**src/rtl/pe_seq_pkg.sv**
```systemverilog
// Shared types and constants for the PE group sequencer.
package pe_seq_pkg;

    localparam int PE_LAT_DEF = 3;   // default PE input-to-p_sum latency
    localparam int LANE_W     = 8;   // width of one ifm/weight lane
    localparam int PSUM_SIG_W = 18;  // significant bits of the PE partial sum
    localparam int N_LANES    = 4;   // lanes per group

    typedef enum logic [1:0] {
        ST_IDLE  = 2'd0,
        ST_RUN   = 2'd1,
        ST_DRAIN = 2'd2,
        ST_OUT   = 2'd3
    } state_e;

endpackage

```
**src/rtl/pe_valid_pipe.sv**
```systemverilog
// Valid-bit shift register that shadows the PE pipeline.
// `tail` marks the cycle a PE result is valid. `empty` is high when no
// valid bit sits ahead of the tail, so the pipe holds nothing beyond
// the result being committed this cycle.
module pe_valid_pipe #(
    parameter int DEPTH = 3
) (
    input  logic clk,
    input  logic rst_n,
    input  logic in_vld,
    output logic tail,
    output logic empty
);

    logic [DEPTH-1:0] pipe_q;
    logic [DEPTH-1:0] pipe_d;

    // Shift one stage per clock, feeding the accept strobe at stage 0.
    always_comb begin
        pipe_d    = '0;
        pipe_d[0] = in_vld;
        for (int i = 1; i < DEPTH; i++) begin
            pipe_d[i] = pipe_q[i-1];
        end
    end

    // Pipe register; reset drops every in-flight valid bit.
    always_ff @(posedge clk or negedge rst_n) begin
        if (!rst_n) begin
            pipe_q <= '0;
        end else begin
            pipe_q <= pipe_d;
        end
    end

    assign tail = pipe_q[DEPTH-1];

    // No valid bit ahead of the tail.
    always_comb begin
        empty = 1'b1;
        for (int i = 0; i < DEPTH - 1; i++) begin
            if (pipe_q[i]) begin
                empty = 1'b0;
            end
        end
    end

endmodule

```
**src/rtl/pe_group_sequencer.sv**
```systemverilog
// Sequences one 4-lane MAC PE over a convolution output pixel: feeds one
// group per cycle, tracks the PE latency, accumulates partial sums and
// presents the pixel result on a valid/ready port.
// Optional feature: define PE_GROUP_SEQ_RELU_EN to clamp negative results
// to zero at the output (the accumulator itself is unaffected).
module pe_group_sequencer
    import pe_seq_pkg::*;
#(
    parameter int MAX_GROUPS = 256,
    parameter int ACC_W      = 32,
    parameter int PE_LAT     = PE_LAT_DEF
) (
    input  logic                          clk,
    input  logic                          rst_n,
    input  logic                          start,
    input  logic [$clog2(MAX_GROUPS):0]   cfg_num_groups,
    input  logic                          in_valid,
    output logic                          in_ready,
    input  logic [31:0]                   in_ifm,
    input  logic [31:0]                   in_wgt,
    output logic [7:0]                    pe_ifm0,
    output logic [7:0]                    pe_ifm1,
    output logic [7:0]                    pe_ifm2,
    output logic [7:0]                    pe_ifm3,
    output logic [7:0]                    pe_wgt0,
    output logic [7:0]                    pe_wgt1,
    output logic [7:0]                    pe_wgt2,
    output logic [7:0]                    pe_wgt3,
    input  logic [24:0]                   pe_psum,
    output logic                          out_valid,
    input  logic                          out_ready,
    output logic [ACC_W-1:0]              out_data,
    output logic                          busy
);

    localparam int CNT_W = $clog2(MAX_GROUPS) + 1;

    state_e                    state_q, state_d;
    logic [CNT_W-1:0]          remaining_q, remaining_d;
    logic signed [ACC_W-1:0]   acc_q, acc_d;
    logic signed [ACC_W-1:0]   psum_ext;
    logic                      accept;
    logic                      vld_tail;
    logic                      vld_empty;
    logic                      unused_psum_hi;

    // Negative results clamp to zero.
    function automatic logic signed [ACC_W-1:0] relu(input logic signed [ACC_W-1:0] v);
        return v[ACC_W-1] ? '0 : v;
    endfunction

    // Bits above the significant width only repeat its sign bit.
    assign psum_ext       = {{(ACC_W-PSUM_SIG_W){pe_psum[PSUM_SIG_W-1]}}, pe_psum[PSUM_SIG_W-1:0]};
    assign unused_psum_hi = ^pe_psum[24:PSUM_SIG_W];

    pe_valid_pipe #(
        .DEPTH (PE_LAT)
    ) u_valid_pipe (
        .clk    (clk),
        .rst_n  (rst_n),
        .in_vld (accept),
        .tail   (vld_tail),
        .empty  (vld_empty)
    );

    // Next-state, group counter, accumulator and handshake strobes.
    always_comb begin
        state_d     = state_q;
        remaining_d = remaining_q;
        acc_d       = acc_q;
        in_ready    = 1'b0;
        out_valid   = 1'b0;
        accept      = 1'b0;
        if (vld_tail) begin
            acc_d = acc_q + psum_ext;
        end
        case (state_q)
            ST_IDLE: begin
                if (start) begin
                    remaining_d = cfg_num_groups;
                    acc_d       = '0;
                    state_d     = (cfg_num_groups == '0) ? ST_OUT : ST_RUN;
                end
            end
            ST_RUN: begin
                in_ready = 1'b1;
                accept   = in_valid;
                if (in_valid) begin
                    remaining_d = remaining_q - CNT_W'(1);
                    if (remaining_q == CNT_W'(1)) begin
                        state_d = ST_DRAIN;
                    end
                end
            end
            ST_DRAIN: begin
                // The last add commits on this edge when nothing is ahead of it.
                if (vld_empty) begin
                    state_d = ST_OUT;
                end
            end
            ST_OUT: begin
                out_valid = 1'b1;
                if (out_ready) begin
                    state_d = ST_IDLE;
                end
            end
            default: state_d = ST_IDLE;
        endcase
    end

    // Operand lanes are forced to zero on cycles without an accepted beat.
    always_comb begin
        {pe_ifm3, pe_ifm2, pe_ifm1, pe_ifm0} = '0;
        {pe_wgt3, pe_wgt2, pe_wgt1, pe_wgt0} = '0;
        if (accept) begin
            {pe_ifm3, pe_ifm2, pe_ifm1, pe_ifm0} = in_ifm;
            {pe_wgt3, pe_wgt2, pe_wgt1, pe_wgt0} = in_wgt;
        end
    end

    // Result port: only driven while a result is presented.
    always_comb begin
        out_data = '0;
        if (state_q == ST_OUT) begin
`ifdef PE_GROUP_SEQ_RELU_EN
            out_data = relu(acc_q);
`else
            out_data = acc_q;
`endif
        end
    end

    assign busy = (state_q != ST_IDLE);

    // State, counter and accumulator registers.
    always_ff @(posedge clk or negedge rst_n) begin
        if (!rst_n) begin
            state_q     <= ST_IDLE;
            remaining_q <= '0;
            acc_q       <= '0;
        end else begin
            state_q     <= state_d;
            remaining_q <= remaining_d;
            acc_q       <= acc_d;
        end
    end

endmodule

```
**config.mk**
```make
export PLATFORM = sky130hd
export DESIGN_NAME = pe_group_sequencer
export DESIGN_NICKNAME = d
export VERILOG_FILES = /design/src/rtl/pe_seq_pkg.sv /design/src/rtl/pe_valid_pipe.sv /design/src/rtl/pe_group_sequencer.sv
export SDC_FILE = /design/constraint.sdc
export NUM_CORES = 1
export LEC_CHECK = 0
export CAP_MARGIN = 40
export CORE_MARGIN = 5
export CORE_UTILIZATION = 43
export CTS_CLUSTER_SIZE = 20
export DETAILED_ROUTE_END_ITERATION = 16
export GPL_TIMING_DRIVEN = 0
export PLACE_DENSITY = 0.92
export SYNTH_ARGS = -nofsm -noshare
export SYNTH_HDL_FRONTEND = slang
export SYNTH_SLANG_ARGS = --single-unit
export TNS_END_PERCENT = 10
```
**constraint.sdc**
```tcl
create_clock -name clk -period 3 [get_ports clk]
set_input_delay 0.6 -clock clk [delete_from_list [all_inputs] [get_ports clk]]
set_output_delay 0.6 -clock clk [all_outputs]
set_load 0.005 [all_outputs]
```
=== Word-level counts from Yosys, hierarchy flattened ===
Index checks and enable logic that the tools add are counted.

* Latch bits: 0
* Output and inout port bits: 99
* Memory bits (read-only): 0
* Memory bits (writable): 0
* Logic and storage cells: 48
* Flip-flop bits (word level): 46
* Input bits: 103
* Memories kept: 0

* Multiply operators: 0
* $lt $le $gt $ge: 0
* Add/subtract/negate cells: 2
* Reductions and logical operators: 6
* Shift-type cells: 0
* Multiplexer cells: 27
* Eq/ne operators: 9
* Bitwise logic cells: 0
* Divide/modulo/power cells: 0

{| class="wikitable"
|+ Operators by type and width
! kind !! number
|-
| $mux W32 || 4
|-
| $mux W8 || 8
|-
| $add A32 B18 Y32 || 1
|-
| $mux W9 || 2
|-
| $pmux W9 S2 || 1
|-
| $mux W2 || 6
|-
| $eq A9 B1 Y1 const B || 1
|-
| $logic_not A9 Y1 || 1
|-
| $sub A9 B1 Y9 const B || 1
|-
| $ne A2 B2 Y1 const B || 4
|-
| $pmux W2 S4 || 1
|-
| $mux W1 || 5
|-
| $reduce_and A5 Y1 || 1
|-
| $eq A2 B2 Y1 const B || 2
|-
| $reduce_bool A2 Y1 || 2
|-
| $reduce_and A3 Y1 || 1
|-
| $eq A2 B1 Y1 const B || 1
|-
| $logic_not A2 Y1 || 1
|-
| $ne A2 B1 Y1 const B || 1
|}

=== Longest topological paths before layout ===
Gate-level depths: netlist of run 1.

* Depth in word-level cells: 4
* Mapped depth: 10
* Mapped depth without buffers: 10

=== Modules after synthesis ===
Synthesis of run 1 repeated with hierarchy kept, for this count alone.

* Cells, all modules: 563
* Area, all modules: 4566.9 um^2

{| class="wikitable"
|+ Modules (own cells, without submodules)
! module !! cells an instance !! sequential area each (um^2) !! instances !! area an instance (um^2)
|-
| pe_group_sequencer || 559 || 1076.0 || 1 || 4488.1
|-
| pe_valid_pipe || 4 || 75.1 || 1 || 78.8
|}

=== Worst setup path before layout of run 1 ===
Ideal clock, no wire load.

* Path type: in2reg
* Start: in pe_psum[0]
* End: reg acc_q[28]
* Arrival time: 2.810 ns
* Library setup time: 0.094 ns
* Required time: 2.906 ns
* Slack: 0.096 ns
* Stages on the path: 10
* Path through: ha_1 -> fa_1 -> a21oi_2 -> o211ai_1 -> a41oi_2 -> nand3_1 -> a2111oi_4 -> nor2_2 -> o311a_1 -> a211oi_1

* Longest elaborated chain between the ends: 4

{| class="wikitable"
|+ Ends and longest elaborated chain
! what !! RTL line !! text
|-
| start: declaration || pe_group_sequencer.sv:29 || <nowiki>input logic [24:0] pe_psum,</nowiki>
|-
| $add A32 B18 Y32 * || pe_group_sequencer.sv:75 || <nowiki>acc_d = acc_q + psum_ext;</nowiki>
|-
| $mux W32 * || pe_group_sequencer.sv:74 || <nowiki>if (vld_tail) begin</nowiki>
|-
| $mux W32 || pe_group_sequencer.sv:79 || <nowiki>if (start) begin</nowiki>
|-
| $mux W32 * || pe_group_sequencer.sv:77 || <nowiki>case (state_q)</nowiki>
|-
| named net acc_d[28] || pe_group_sequencer.sv:40 || <nowiki>logic signed [ACC_W-1:0] acc_q, acc_d;</nowiki>
|-
| end signal: assignment || pe_group_sequencer.sv:140 || <nowiki>acc_q <= '0;</nowiki>
|-
| end signal: assignment || pe_group_sequencer.sv:144 || <nowiki>acc_q <= acc_d;</nowiki>
|-
| end: declaration || pe_group_sequencer.sv:40 ||
|}

The timed path passes the listed nets; every way through them passes the cells marked *.
A chain may end at the register's enable or synchronous reset.

=== Worst setup path after layout of run 1 ===
* Start: in pe_psum[15]
* End: reg acc_q[28]

Same word-level chain as after synthesis.

==> metrics.md, run 1 <==
| Metric | Value |
|---|---|
| Outcome | `complete, no violations` |
| Remaining design rule violation count | `0` |
| Routed via count | `4,942` |
| Clock-pin slew reported for the worst setup and hold paths after clock tree synthesis | `0.09 ns` |
| Clock net sink count | `46` |
| Worst path setup slack after routing | `0.0347 ns` |
| Hold slack final | `0.195 ns` |
| Via count of the first global-routing pass | `4,987` |
| Worst-case reg-to-reg path depth | `10` |
| Max-Slew Margin vs Limit | `48.3%` |
| Antenna Cells | `0` |
| Max Cap Violations | `0` |
| Start-to-end type of the worst setup path | `in2reg` |
| First-pass DRT Iterations | `4` |
| Endpoint of the most critical register-to-register path | `acc_q[28]` |
| Worst min path class | `in2async` |
| Pin count of the biggest net entering global routing | `32` |
| Initial standard-cell utilization of the core | `43.3%` |
| Global-route total usage across every layer | `24.3%` |
| Busiest layer in global routing | `met2` |
| Number of warnings printed during yosys synthesis | `0` |
| Die X-Extent | `111 um` |
| Die Outline Area | `12,400 um2` |
| Worst EP required | `3.21 ns` |
| Critical Path Start | `pe_psum[15]` |
| CP Cell Sequence | `clkdlybuf4s50_1 -> ha_2 -> a21oi_4 -> o221ai_2 -> and3_4 -> o211a_4 -> a2111oi_4 -> nor2_2 -> o311a_1 -> a211oi_2` |
| CTS max path bufs | `2` |
| Boundary Pins | `202` |
| Global-route wire length before repair | `24,800 um` |
| Syn Nets | `680` |
| Number of DRC markers in iteration 0 | `202` |
| Final weighted congestion of routability-driven global placement | `0.957` |
| Sequential area share after synthesis | `26.1%` |
| Area growth, synth to finish | `53.7%` |
| Fin crit share | `98.8%` |
| Crit path capture | `acc_q[28]` |
| Number of failing setup endpoints in the final timing report | `0` |
| R2R setup slack | `0.19 ns` |
| Unique masters post-synth | `51` |
| Met2 track utilization from global routing | `46.4%` |
| Total chip power | `5.25 mW` |
| Number of standard cells after synthesis | `538` |
| Final routed wirelength across all metal layers | `15,700 um` |
| Worst-Margin Slew | `0.776 ns` |
| Number of enable-type register cells in the synthesized netlist | `0` |
| Share of the synthesized area in the top cell type | `26.1%` |
| Global-route met1 utilization | `25.6%` |
| Final-report max-slew violation count | `0` |
| Worst-skew pair later-pin latency | `0.31 ns` |
| Routed wire length per instance | `17.8 um` |
| RSZ-0062 raised after global routing | `true` |
| Worst setup skew after layout | `0.0159 ns` |
| Final critical-path required period | `2.97 ns` |
| Delay of the slowest critical-path stage | `0.47 ns` |
| Worst setup slack after placement | `-0.851 ns` |
| Number of nets with antenna violations after detailed routing | `0` |
| H-tree levels | `2` |
| Util after Layout | `66.6%` |
| Hold Violations, Final | `0` |
| Standard cell with the maximum stage delay on the critical path | `sky130_fd_sc_hd__clkdlybuf4s50_1` |
| Syn_area_per_cell | `8.20 um2` |
| Element type at the critical path start | `input port` |
| Die Ht | `111 um` |
| Source of the worst register-to-register timing path | `acc_q[0]` |
| Power per standard cell area | `774 nW/um2` |
| Maximum fanout encountered on the critical timing path | `6` |
| Core Rows | `37` |
| Via/cell ratio | `5.61` |
| Antenna violations before repair | `0` |
| Met3 layer usage reported by global route | `6.06%` |
| Filler Cell Count | `785` |
| Maximum operating frequency | `0.337 GHz` |
| Cell types with the largest area share after synthesis | `sky130_fd_sc_hd__dfrtp_1 (26%), sky130_fd_sc_hd__ha_1 (11%), sky130_fd_sc_hd__and3_1 (9.5%)` |
| Netlist area before placement | `4410 um2` |
| Leakage power summed over all cells | `3.03 nW` |
| TritonCTS clock tree | `done` |
| FF+latch count, synth | `46` |
| Total congestion overflow | `0` |
| Number of buffers added on ports | `194` |
| Core Area | `10,200 um2` |
| Final net count | `887` |
| Share of layout cells above drive strength 1 | `7.11%` |
| Most used flip-flop cell after synthesis | `sky130_fd_sc_hd__dfrtp_1` |
| Proportion of register bits with asynchronous set or reset after synthesis | `100%` |
| Hpwl dp | `12,900 um` |
| Maximum vdd drop | `0.374 mV` |
| Endpoint arrival time on the critical path | `3.18 ns` |
| Post-CTS Hold Fix Bufs | `0` |
| Crit path capture type | `register` |
| Root cell of the clock tree | `sky130_fd_sc_hd__clkbuf_8` |
| TritonCTS buffer count | `5` |
| Area leader, netlist | `sky130_fd_sc_hd__dfrtp_1` |
-- worst max-delay path: cells and delay by family --
| kind | cells | cell delay, ns |
|---|---|---|
| AND/OR/NAND/NOR | 2 | 0.30 |
| adder cells (fa/ha/maj) | 1 | 0.33 |
| buffers and inverters | 1 | 0.47 |
| AO/OA/AOI/OAI | 6 | 1.48 |
-- cell type report --
cell class	count	area [um2]	area share, %
flip-flops and latches	46	1150	17.0
clock buffers	6	82.6	1.22
repair buffers	201	2000	29.5
plain buffers	29	120	1.77
inverters	14	52.6	0.775
clock inverters	1	30.0	0.443
well taps	136	170	2.51
multi-input cells	448	3170	46.8
-- power by group --
| part | switching (mW) | total (mW) | internal [mW] |
|---|---|---|---|
| Combinational | 1.88 | 3.65 | 1.77 |
| Sequential | 0.236 | 1.12 | 0.884 |
| Clock | 0.210 | 0.477 | 0.267 |
| Total | 2.33 | 5.25 | 2.92 |
-- kinds of logic (layout without fill, tap and decap cells) --
family	count (synthesis)	in the layout	synth area share, %
AND/OR/NAND/NOR	227	227	28.6
AO/OA/AOI/OAI	134	134	20.1
flip-flops	46	46	26.1
buffers and inverters	44	251	3.75
adder cells (fa/ha/maj)	39	39	11.2
XOR/XNOR	25	25	4.97
multiplexers	23	23	5.25
-- metrics by stage --
stage	cell area [um2]	TNS, ns	instances
after floorplan	4410	0	538
after global placement	6520	-10.09	868
after detailed placement	6540	-12.76	869
after CTS	6710	-0.00713	879
after global routing	6780	-0.197	881
final	6780	0	881
-- cell usage after synthesis (all sizes together), types with 6 or more instances --
library cell and count:
nand3 12, nand3b 9, nand2b 8, xor2 7, and2 36, o21a 6
xnor2 18, nor2 38, dfrtp 46, clkbuf 27, and3 68, a21oi 44
a211oi 6, nor3 10, nand2 27, o22ai 8, mux2i 22, inv 14
ha 38, a21o 14, o21ai 30
-- timing repair --
action                                  in CTS  in global routing
setup buffers                                4                  2
gates resized for setup                     15                 22
endpoints found under the setup margin      72                 58
pin swaps                                    6                  7
-- placed cells by master, fill, tap and decap left out, types with 3 or more instances in the layout --
cell                              count
sky130_fd_sc_hd__clkbuf_8             6
sky130_fd_sc_hd__nand2b_1             8
sky130_fd_sc_hd__a211oi_1             5
sky130_fd_sc_hd__clkdlybuf4s50_1    190
sky130_fd_sc_hd__nand2_1             27
sky130_fd_sc_hd__o211ai_1             5
sky130_fd_sc_hd__nor2_1              36
sky130_fd_sc_hd__and2_1              35
sky130_fd_sc_hd__nor3_1               9
sky130_fd_sc_hd__buf_1                3
sky130_fd_sc_hd__mux2i_1             22
sky130_fd_sc_hd__o21bai_1             4
sky130_fd_sc_hd__a21oi_1             39
sky130_fd_sc_hd__o21ai_0             29
sky130_fd_sc_hd__xor2_1               7
sky130_fd_sc_hd__nand4_1              5
sky130_fd_sc_hd__xnor2_1             18
sky130_fd_sc_hd__a21oi_2              3
sky130_fd_sc_hd__nand3_2              3
sky130_fd_sc_hd__nand3b_1             9
sky130_fd_sc_hd__o22ai_1              8
sky130_fd_sc_hd__a31oi_1              4
sky130_fd_sc_hd__buf_4                6
sky130_fd_sc_hd__dfrtp_1             46
sky130_fd_sc_hd__clkbuf_2             6
sky130_fd_sc_hd__nand3_1              9
sky130_fd_sc_hd__inv_1               14
sky130_fd_sc_hd__nor2b_1              5
sky130_fd_sc_hd__a21o_1              14
sky130_fd_sc_hd__o21a_1               6
sky130_fd_sc_hd__clkbuf_1            19
sky130_fd_sc_hd__and3_1              67
sky130_fd_sc_hd__ha_1                34
-- worst min path at each step --
| stage | from | end | slack [ns] | depth (start not counted) |
|---|---|---|---|---|
| 5_1_grt | rst_n | acc_q[10] | 0.21 | 1 |
| 6_report | rst_n | acc_q[10] | 0.20 | 1 |
| 3_3_place_gp | u_valid_pipe.pipe_q[0] | u_valid_pipe.pipe_q[1] | 0.36 | 0 |
| 2_1_floorplan | rst_n | acc_q[0] | 0.30 | 0 |
| 4_1_cts | rst_n | acc_q[10] | 0.21 | 1 |
| 3_5_place_dp | u_valid_pipe.pipe_q[1] | u_valid_pipe.pipe_q[2] | 0.36 | 0 |
-- state kept, by name, indices dropped and copies added, names as in the netlist --
signal and cells:
state_q 2, acc_q 32, remaining_q 9, u_valid_pipe.pipe_q 3
-- routing by layer --
metal  routed length, um  part of all wire, %
met1                5440                   35
met2                8420                   54
met3                1350                  8.6
met4                 456                  2.9
met5                   0                    0
No activity file was read; power rests on OpenSTA's default activity.
==> run 2, diff against run 1 <==
--- a/config.mk
+++ b/config.mk
@@ -11,6 +11,7 @@
 export CTS_CLUSTER_SIZE = 20
 export DETAILED_ROUTE_END_ITERATION = 16
 export GPL_TIMING_DRIVEN = 0
+export MAX_ROUTING_LAYER = met4
 export PLACE_DENSITY = 0.92
 export SYNTH_ARGS = -nofsm -noshare
 export SYNTH_HDL_FRONTEND = slang
==> metrics.md, run 2 (synthesis gave the netlist of run 1 again) <==
| Metric | Value |
|---|---|
| Outcome | `complete, no violations` |
| Area of combinational cells with multiple inputs | `3150 um2 (-0.91%)` |
| Global-route wire length before repair | `25,200 um (+2.0%)` |
| Commonest cells after routing, fill and taps aside | `sky130_fd_sc_hd__clkdlybuf4s50_1 (189), sky130_fd_sc_hd__and3_1 (67), sky130_fd_sc_hd__dfrtp_1 (46)` |
| Core Area | `10,200 um2 (unchanged)` |
| Area growth, synth to finish | `53.3%` |
| Final-report max-slew violation count | `0 (unchanged)` |
| Number of nets with antenna violations after detailed routing | `0 (unchanged)` |
| Root cell of the clock tree | `sky130_fd_sc_hd__clkbuf_8` |
| Leakage power summed over all cells | `3.03 nW (-0.13%)` |
| Die Outline Area | `12,400 um2 (unchanged)` |
| Placed instance count | `869 (unchanged)` |
| Remaining design rule violation count | `0 (unchanged)` |
| Worst setup skew after layout | `0.00988 ns (-0.00600 ns)` |
| Worst path setup slack after routing | `0.0421 ns (+0.00746 ns)` |
| Antenna Cells | `0 (unchanged)` |
| Top register by number of flip-flops | `acc_q` |
| Worst-case reg-to-reg path depth | `10 (unchanged)` |
| Most frequent standard cell in the layout excluding fill and tap cells | `sky130_fd_sc_hd__clkdlybuf4s50_1` |
| Share of layout cells above drive strength 1 | `6.56% (-0.55 points)` |
| Largest registers | `acc_q (32), remaining_q (9), u_valid_pipe.pipe_q (3)` |
| CP Cell Sequence | `clkdlybuf4s50_1 -> ha_1 -> nand3_1 -> nor3b_1 -> o211ai_1 -> a21oi_1 -> nor2_1 -> a31oi_1 -> mux2i_1 -> mux2i_1` |
| Max Cap Violations | `0 (unchanged)` |
| RSZ-0062 raised after global routing | `true` |
| Cell class contributing the biggest share of worst-path delay | `compound AO/OA/AOI/OAI gates` |
| Via/cell ratio | `5.55 (-0.99%)` |
| Via count of the first global-routing pass | `5,071 (+1.7%)` |
| Worst-skew pair later-pin latency | `0.30 ns (about the same)` |
| Total chip power | `5.26 mW (+0.28%)` |
| Final Non-Filler Cells | `883 (+0.23%)` |
| Power per standard cell area | `779 nW/um2 (+0.58%)` |
| Number of flip-flops in the largest register | `32 (unchanged)` |
| Crit path top cell by count | `sky130_fd_sc_hd__mux2i_1` |
| Routed via count | `4,904 (-0.77%)` |
| Endpoint arrival time on the critical path | `3.18 ns (about the same)` |
| Source of the worst register-to-register timing path | `acc_q[0]` |
| Core Rows | `37 (unchanged)` |
| Die X-Extent | `111 um (unchanged)` |
| Final weighted congestion of routability-driven global placement | `0.979 (+2.2%)` |
| Pin count of the biggest net entering global routing | `33 (+3.1%)` |
| Crit path capture type | `register` |
| Number of DRC markers in iteration 0 | `218 (+7.9%)` |
| Routed wire length per instance | `18.0 um (+1.5%)` |
| Hpwl dp | `12,900 um (+0.41%)` |
| R2R setup slack | `0.25 ns (+0.06 ns)` |
| Summed negative setup slack over all endpoints | `0 ns (unchanged)` |
| Max-Slew Margin vs Limit | `48.7% (+0.47 points)` |
| Final critical-path required period | `2.96 ns (-0.00746 ns)` |
| First-pass DRT Iterations | `4 (unchanged)` |
| Storage element area | `1150 um2 (unchanged)` |
| Worst-Margin Slew | `0.769 ns (-0.00709 ns)` |
| Start-to-end type of the worst setup path | `in2reg` |
| Number of buffers added on ports | `194 (unchanged)` |
| Final net count | `889 (+0.23%)` |
| Initial standard-cell utilization of the core | `43.3% (unchanged)` |
| Maximum fanout encountered on the critical timing path | `5 (-1)` |
| Number of failing setup endpoints in the final timing report | `0 (unchanged)` |
| Global-route total usage across every layer | `25.4% (+1.1 points)` |
| Fin crit share | `98.6% (-0.25 points)` |
| Delay of the slowest critical-path stage | `0.43 ns (-0.04 ns)` |
| Endpoint of the most critical register-to-register path | `acc_q[28]` |
| Post-CTS Hold Fix Bufs | `0 (unchanged)` |
| Total congestion overflow | `0 (unchanged)` |
| Standard cell with the maximum stage delay on the critical path | `sky130_fd_sc_hd__clkdlybuf4s50_1` |
| TritonCTS buffer count | `5 (unchanged)` |
| Filler Cell Count | `796 (+1.4%)` |
| Hold Violations, Final | `0 (unchanged)` |
| Maximum vdd drop | `0.319 mV (-15%)` |
| Worst path buffer plus inverter count | `1 (unchanged)` |
| Die Ht | `111 um (unchanged)` |
| H-tree levels | `2 (unchanged)` |
| CTS max path bufs | `2 (unchanged)` |
| Util after Layout | `66.4% (-0.20 points)` |
| Element type at the critical path start | `input port` |
| Clock net sink count | `46 (unchanged)` |
| Worst setup slack after placement | `-0.852 ns (-0.00105 ns)` |
| Boundary Pins | `202 (unchanged)` |
| Maximum operating frequency | `0.338 GHz (+0.25%)` |
| Antenna violations before repair | `0 (unchanged)` |
| Worst EP required | `3.22 ns (about the same)` |
| Final routed wirelength across all metal layers | `15,900 um (+1.7%)` |
| Worst min path class | `in2async` |
| TritonCTS clock tree | `done` |
| Clock-pin slew reported for the worst setup and hold paths after clock tree synthesis | `0.09 ns (about the same)` |
[run 2: cell count changes in the layout (fill, tap and decap cells not counted), moves of 2 or more]
cell,previous run,this run
sky130_fd_sc_hd__a21oi_2,3,1
sky130_fd_sc_hd__buf_4,6,8
sky130_fd_sc_hd__clkbuf_2,6,4
sky130_fd_sc_hd__dlygate4sd2_1,1,3
sky130_fd_sc_hd__ha_2,2,4
[run 2: final cells by class]
class,count,area share (%)
well taps,136,2.52
clock inverters,1,0.444
plain buffers,29,1.76
flip-flops and latches,46,17.0
inverters,14,0.777
multi-input cells,448,46.5
repair buffers,203,29.7
clock buffers,6,1.22
[run 2: per-layer routing]
| layer | GRT usage, % | share of wire (%) | vias to the layer above | wire length, um |
|---|---|---|---|---|
| met5 | - | 0 | - | 0 |
| met4 | 8.19 | 3.2 | 0 | 517 |
| met3 | 4.86 | 7.4 | 45 | 1180 |
| met2 | 47.3 | 53 | 236 | 8390 |
| met1 | 26.9 | 37 | 2262 | 5840 |
| li1 | - | - | 2361 | - |
[run 2: how the worst max path moves through the flow]
stage                     start    endpoint  cells past startpoint
detailed placement  pe_psum[17]   acc_q[28]                     10
global route        pe_psum[12]   acc_q[31]                     10
finish              pe_psum[12]   acc_q[31]                     10
CTS                  state_q[1]  pe_ifm0[4]                      6
floorplan            pe_psum[0]   acc_q[28]                     10
global placement    pe_psum[17]   acc_q[28]                     10
[run 2: what timing repair did]
item | in CTS | in global routing
endpoints found under the setup margin | 72 | 40
pin swaps | 7 | 8
buffers inserted | 6 | 2
gates resized for setup | 18 | 12
[run 2: stage by stage]
step | hold WS [ns] | cell area, um2
floorplan | 0.304 | 4410
global placement | 0.356 | 6520
detailed placement | 0.366 | 6540
CTS | 0.214 | 6710
global route | 0.220 | 6760
finish | 0.201 | 6760
[run 2: power breakdown]
group          switching, mW  internal, mW
sequential             0.236         0.884
clock                  0.211         0.267
combinational           1.89          1.78
==> run 3, diff against run 2 <==
--- a/config.mk
+++ b/config.mk
@@ -6,13 +6,13 @@
 export NUM_CORES = 1
 export LEC_CHECK = 0
 export CAP_MARGIN = 40
-export CORE_MARGIN = 5
-export CORE_UTILIZATION = 43
+export CORE_MARGIN = 1.5
+export CORE_UTILIZATION = 46
 export CTS_CLUSTER_SIZE = 20
 export DETAILED_ROUTE_END_ITERATION = 16
 export GPL_TIMING_DRIVEN = 0
 export MAX_ROUTING_LAYER = met4
-export PLACE_DENSITY = 0.92
+export PLACE_DENSITY = 0.95
 export SYNTH_ARGS = -nofsm -noshare
 export SYNTH_HDL_FRONTEND = slang
 export SYNTH_SLANG_ARGS = --single-unit
==> constraint.sdc (replaced) <==
create_clock -name clk -period 3.64 [get_ports clk]
set_input_delay 0.728 -clock clk [delete_from_list [all_inputs] [get_ports clk]]
set_output_delay 0.728 -clock clk [all_outputs]
set_load 0.005 [all_outputs]
==> metrics.md, run 3 (synthesis gave the netlist of run 1 again) <==
| Metric | Value |
|---|---|
| Outcome | `complete, no violations` |
| Number of DRC markers in iteration 0 | `275 (+26%)` |
| Via/cell ratio | `5.83 (+4.9%)` |
| Hpwl dp | `12,200 um (-5.6%)` |
| Pin count of the biggest net entering global routing | `36 (+9.1%)` |
| Hold Violations, Final | `0 (unchanged)` |
| Worst EP required | `2.91 ns (-0.31 ns)` |
| Final weighted congestion of routability-driven global placement | `0.997 (+1.8%)` |
| Most frequent standard cell in the layout excluding fill and tap cells | `sky130_fd_sc_hd__clkdlybuf4s50_1` |
| Boundary Pins | `202 (unchanged)` |
| TritonCTS buffer count | `5 (unchanged)` |
| Switching share of total power | `46.4% (+2.0 points)` |
| Antenna violations before repair | `0 (unchanged)` |
| Max-Slew Margin vs Limit | `49.1% (+0.40 points)` |
| Routed via count | `5,069 (+3.4%)` |
| Worst-skew pair later-pin latency | `0.31 ns (about the same)` |
| Share of layout cells above drive strength 1 | `3.51% (-3.1 points)` |
| Top register by number of flip-flops | `acc_q` |
| RSZ-0062 raised after global routing | `false` |
| Worst-case reg-to-reg path depth | `10 (unchanged)` |
| Final-report max-slew violation count | `0 (unchanged)` |
| H-tree levels | `2 (unchanged)` |
| Largest registers | `acc_q (32), remaining_q (9), u_valid_pipe.pipe_q (3)` |
| Via count of the first global-routing pass | `4,963 (-2.1%)` |
| Global-route wire length before repair | `23,800 um (-5.6%)` |
| Power per standard cell area | `634 nW/um2 (-19%)` |
| Final critical-path required period | `3.53 ns` |
| Reg power frac | `21.9% (+0.6 points)` |
| Element type at the critical path start | `input port` |
| Routed wire length per instance | `17.7 um (-2.0%)` |
| Commonest cells after routing, fill and taps aside | `sky130_fd_sc_hd__clkdlybuf4s50_1 (192), sky130_fd_sc_hd__and3_1 (67), sky130_fd_sc_hd__dfrtp_1 (46)` |
| Max Cap Violations | `0 (unchanged)` |
| First-pass DRT Iterations | `7 (+3)` |
| Core Area | `9280 um2 (-8.8%)` |
| Clock net sink count | `46 (unchanged)` |
| Clock-pin slew reported for the worst setup and hold paths after clock tree synthesis | `0.10 ns (about the same)` |
| CTS max path bufs | `2 (unchanged)` |
| Crit path capture type | `primary output` |
| Final net count | `882 (-0.79%)` |
| Relative contribution of the clock network to total power | `8.0% (-1.1 points)` |
| Die X-Extent | `101 um (-9.3%)` |
| Root cell of the clock tree | `sky130_fd_sc_hd__clkbuf_8` |
| Number of failing setup endpoints in the final timing report | `0 (unchanged)` |
| Maximum operating frequency | `0.283 GHz` |
| Antenna Cells | `0 (unchanged)` |
| Die Outline Area | `10,200 um2 (-18%)` |
| Number of buffers added on ports | `194 (unchanged)` |
| Remaining design rule violation count | `0 (unchanged)` |
| Total congestion overflow | `0 (unchanged)` |
| Internal power | `2.25 mW (-23%)` |
| Util after Layout | `71.3% (+5.0 points)` |
| Worst-Margin Slew | `0.763 ns (-0.00593 ns)` |
| Logic pwr share | `70.2% (+0.6 points)` |
| Die Ht | `101 um (-9.3%)` |
| Maximum fanout encountered on the critical timing path | `10 (+5)` |
| Final routed wirelength across all metal layers | `15,400 um (-3.4%)` |
| Initial standard-cell utilization of the core | `47.5% (+4.2 points)` |
| Worst setup skew after layout | `0.00483 ns (-0.00505 ns)` |
| Maximum vdd drop | `0.368 mV (+15%)` |
| Leakage power summed over all cells | `2.96 nW (-2.4%)` |
| Post-CTS Hold Fix Bufs | `0 (unchanged)` |
| Area growth, synth to finish | `50.2%` |
| Switching power of the nets | `1.95 mW (-17%)` |
| Fin crit share | `96.9%` |
| Start-to-end type of the worst setup path | `in2out` |
| TritonCTS clock tree | `done` |
| Endpoint arrival time on the critical path | `2.80 ns (-0.38 ns)` |
| Number of flip-flops in the largest register | `32 (unchanged)` |
| Core Rows | `35 (-5.4%)` |
| Total chip power | `4.20 mW (-20%)` |
| Global-route total usage across every layer | `30.2% (+4.8 points)` |
| Number of nets with antenna violations after detailed routing | `0 (unchanged)` |
| Worst min path class | `in2async` |
-- run 3: path summary, 6_finish.rpt --
kind | startpoint | endpoint | slack, ns
max in group asynchronous | rst_n | acc_q[29] | 2.85
worst max register to register | acc_q[0] | acc_q[28] | 0.57
min in group clk | u_valid_pipe.pipe_q[0] | u_valid_pipe.pipe_q[1] | 0.38
worst min register to register | u_valid_pipe.pipe_q[0] | u_valid_pipe.pipe_q[1] | 0.38
worst max-delay path | in_valid | pe_ifm1[5] | 0.11
worst min-delay path | rst_n | acc_q[12] | 0.30
-- run 3: critical path, stage by stage --
cell and delay (ns):
sky130_fd_sc_hd__clkdlybuf4s50_1 0.52, sky130_fd_sc_hd__clkbuf_1 0.35, sky130_fd_sc_hd__clkbuf_1 0.33, sky130_fd_sc_hd__and3_1 0.27, sky130_fd_sc_hd__clkdlybuf4s50_1 0.60
-- run 3: layer usage --
layer	up-vias	routed length [um]	GRT usage [%]	share of wire [%]
met4	0	408	9.94	2.7
li1	2351	-	-	-
met5	-	0	-	0
met3	51	1210	4.37	7.9
met2	278	7940	53.5	52
met1	2389	5820	35.3	38
-- run 3: power by group through the flow --
| stage | Sequential, mW | Combinational [mW] | Clock [mW] |
|---|---|---|---|
| 2_1_floorplan | 0.857 | 1.88 | 0 |
| 3_3_place_gp | 0.908 | 2.71 | 0 |
| 3_5_place_dp | 0.919 | 2.87 | 0 |
| 4_1_cts | 0.909 | 2.90 | 0.328 |
| 5_1_grt | 0.941 | 3.21 | 0.351 |
| 6_report | 0.918 | 2.94 | 0.334 |
-- run 3: cell type report --
cell class                 count  area (um2)
timing repair buffer         195        1960
fill                         687        2660
clock inverter                 3        21.3
inverter                      14        52.6
sequential                    46        1150
clock buffer                   5        68.8
tap                          129         161
buffer                        30         113
multi-input combinational    448        3100
-- run 3: through the flow --
stage	cell area, um2	setup slack, ns	TNS [ns]	hold WS, ns	cells
after floorplan	4410	0.608	0	0.349	538
after global placement	6510	-0.237	-0.504	0.358	861
after detailed placement	6530	-0.337	-0.968	0.368	862
after CTS	6620	0.133	0	0.309	870
after global routing	6620	0.0107	0	0.314	870
final	6620	0.112	0	0.302	870
-- run 3: what timing repair did --
action / 4_1_cts / 5_1_grt
gates resized for setup: 1 / 1
pin swaps: 0 / 1
endpoints found under the setup margin: 1 / 2
gates cloned: 0 / 0
buffers inserted: 0 / 0
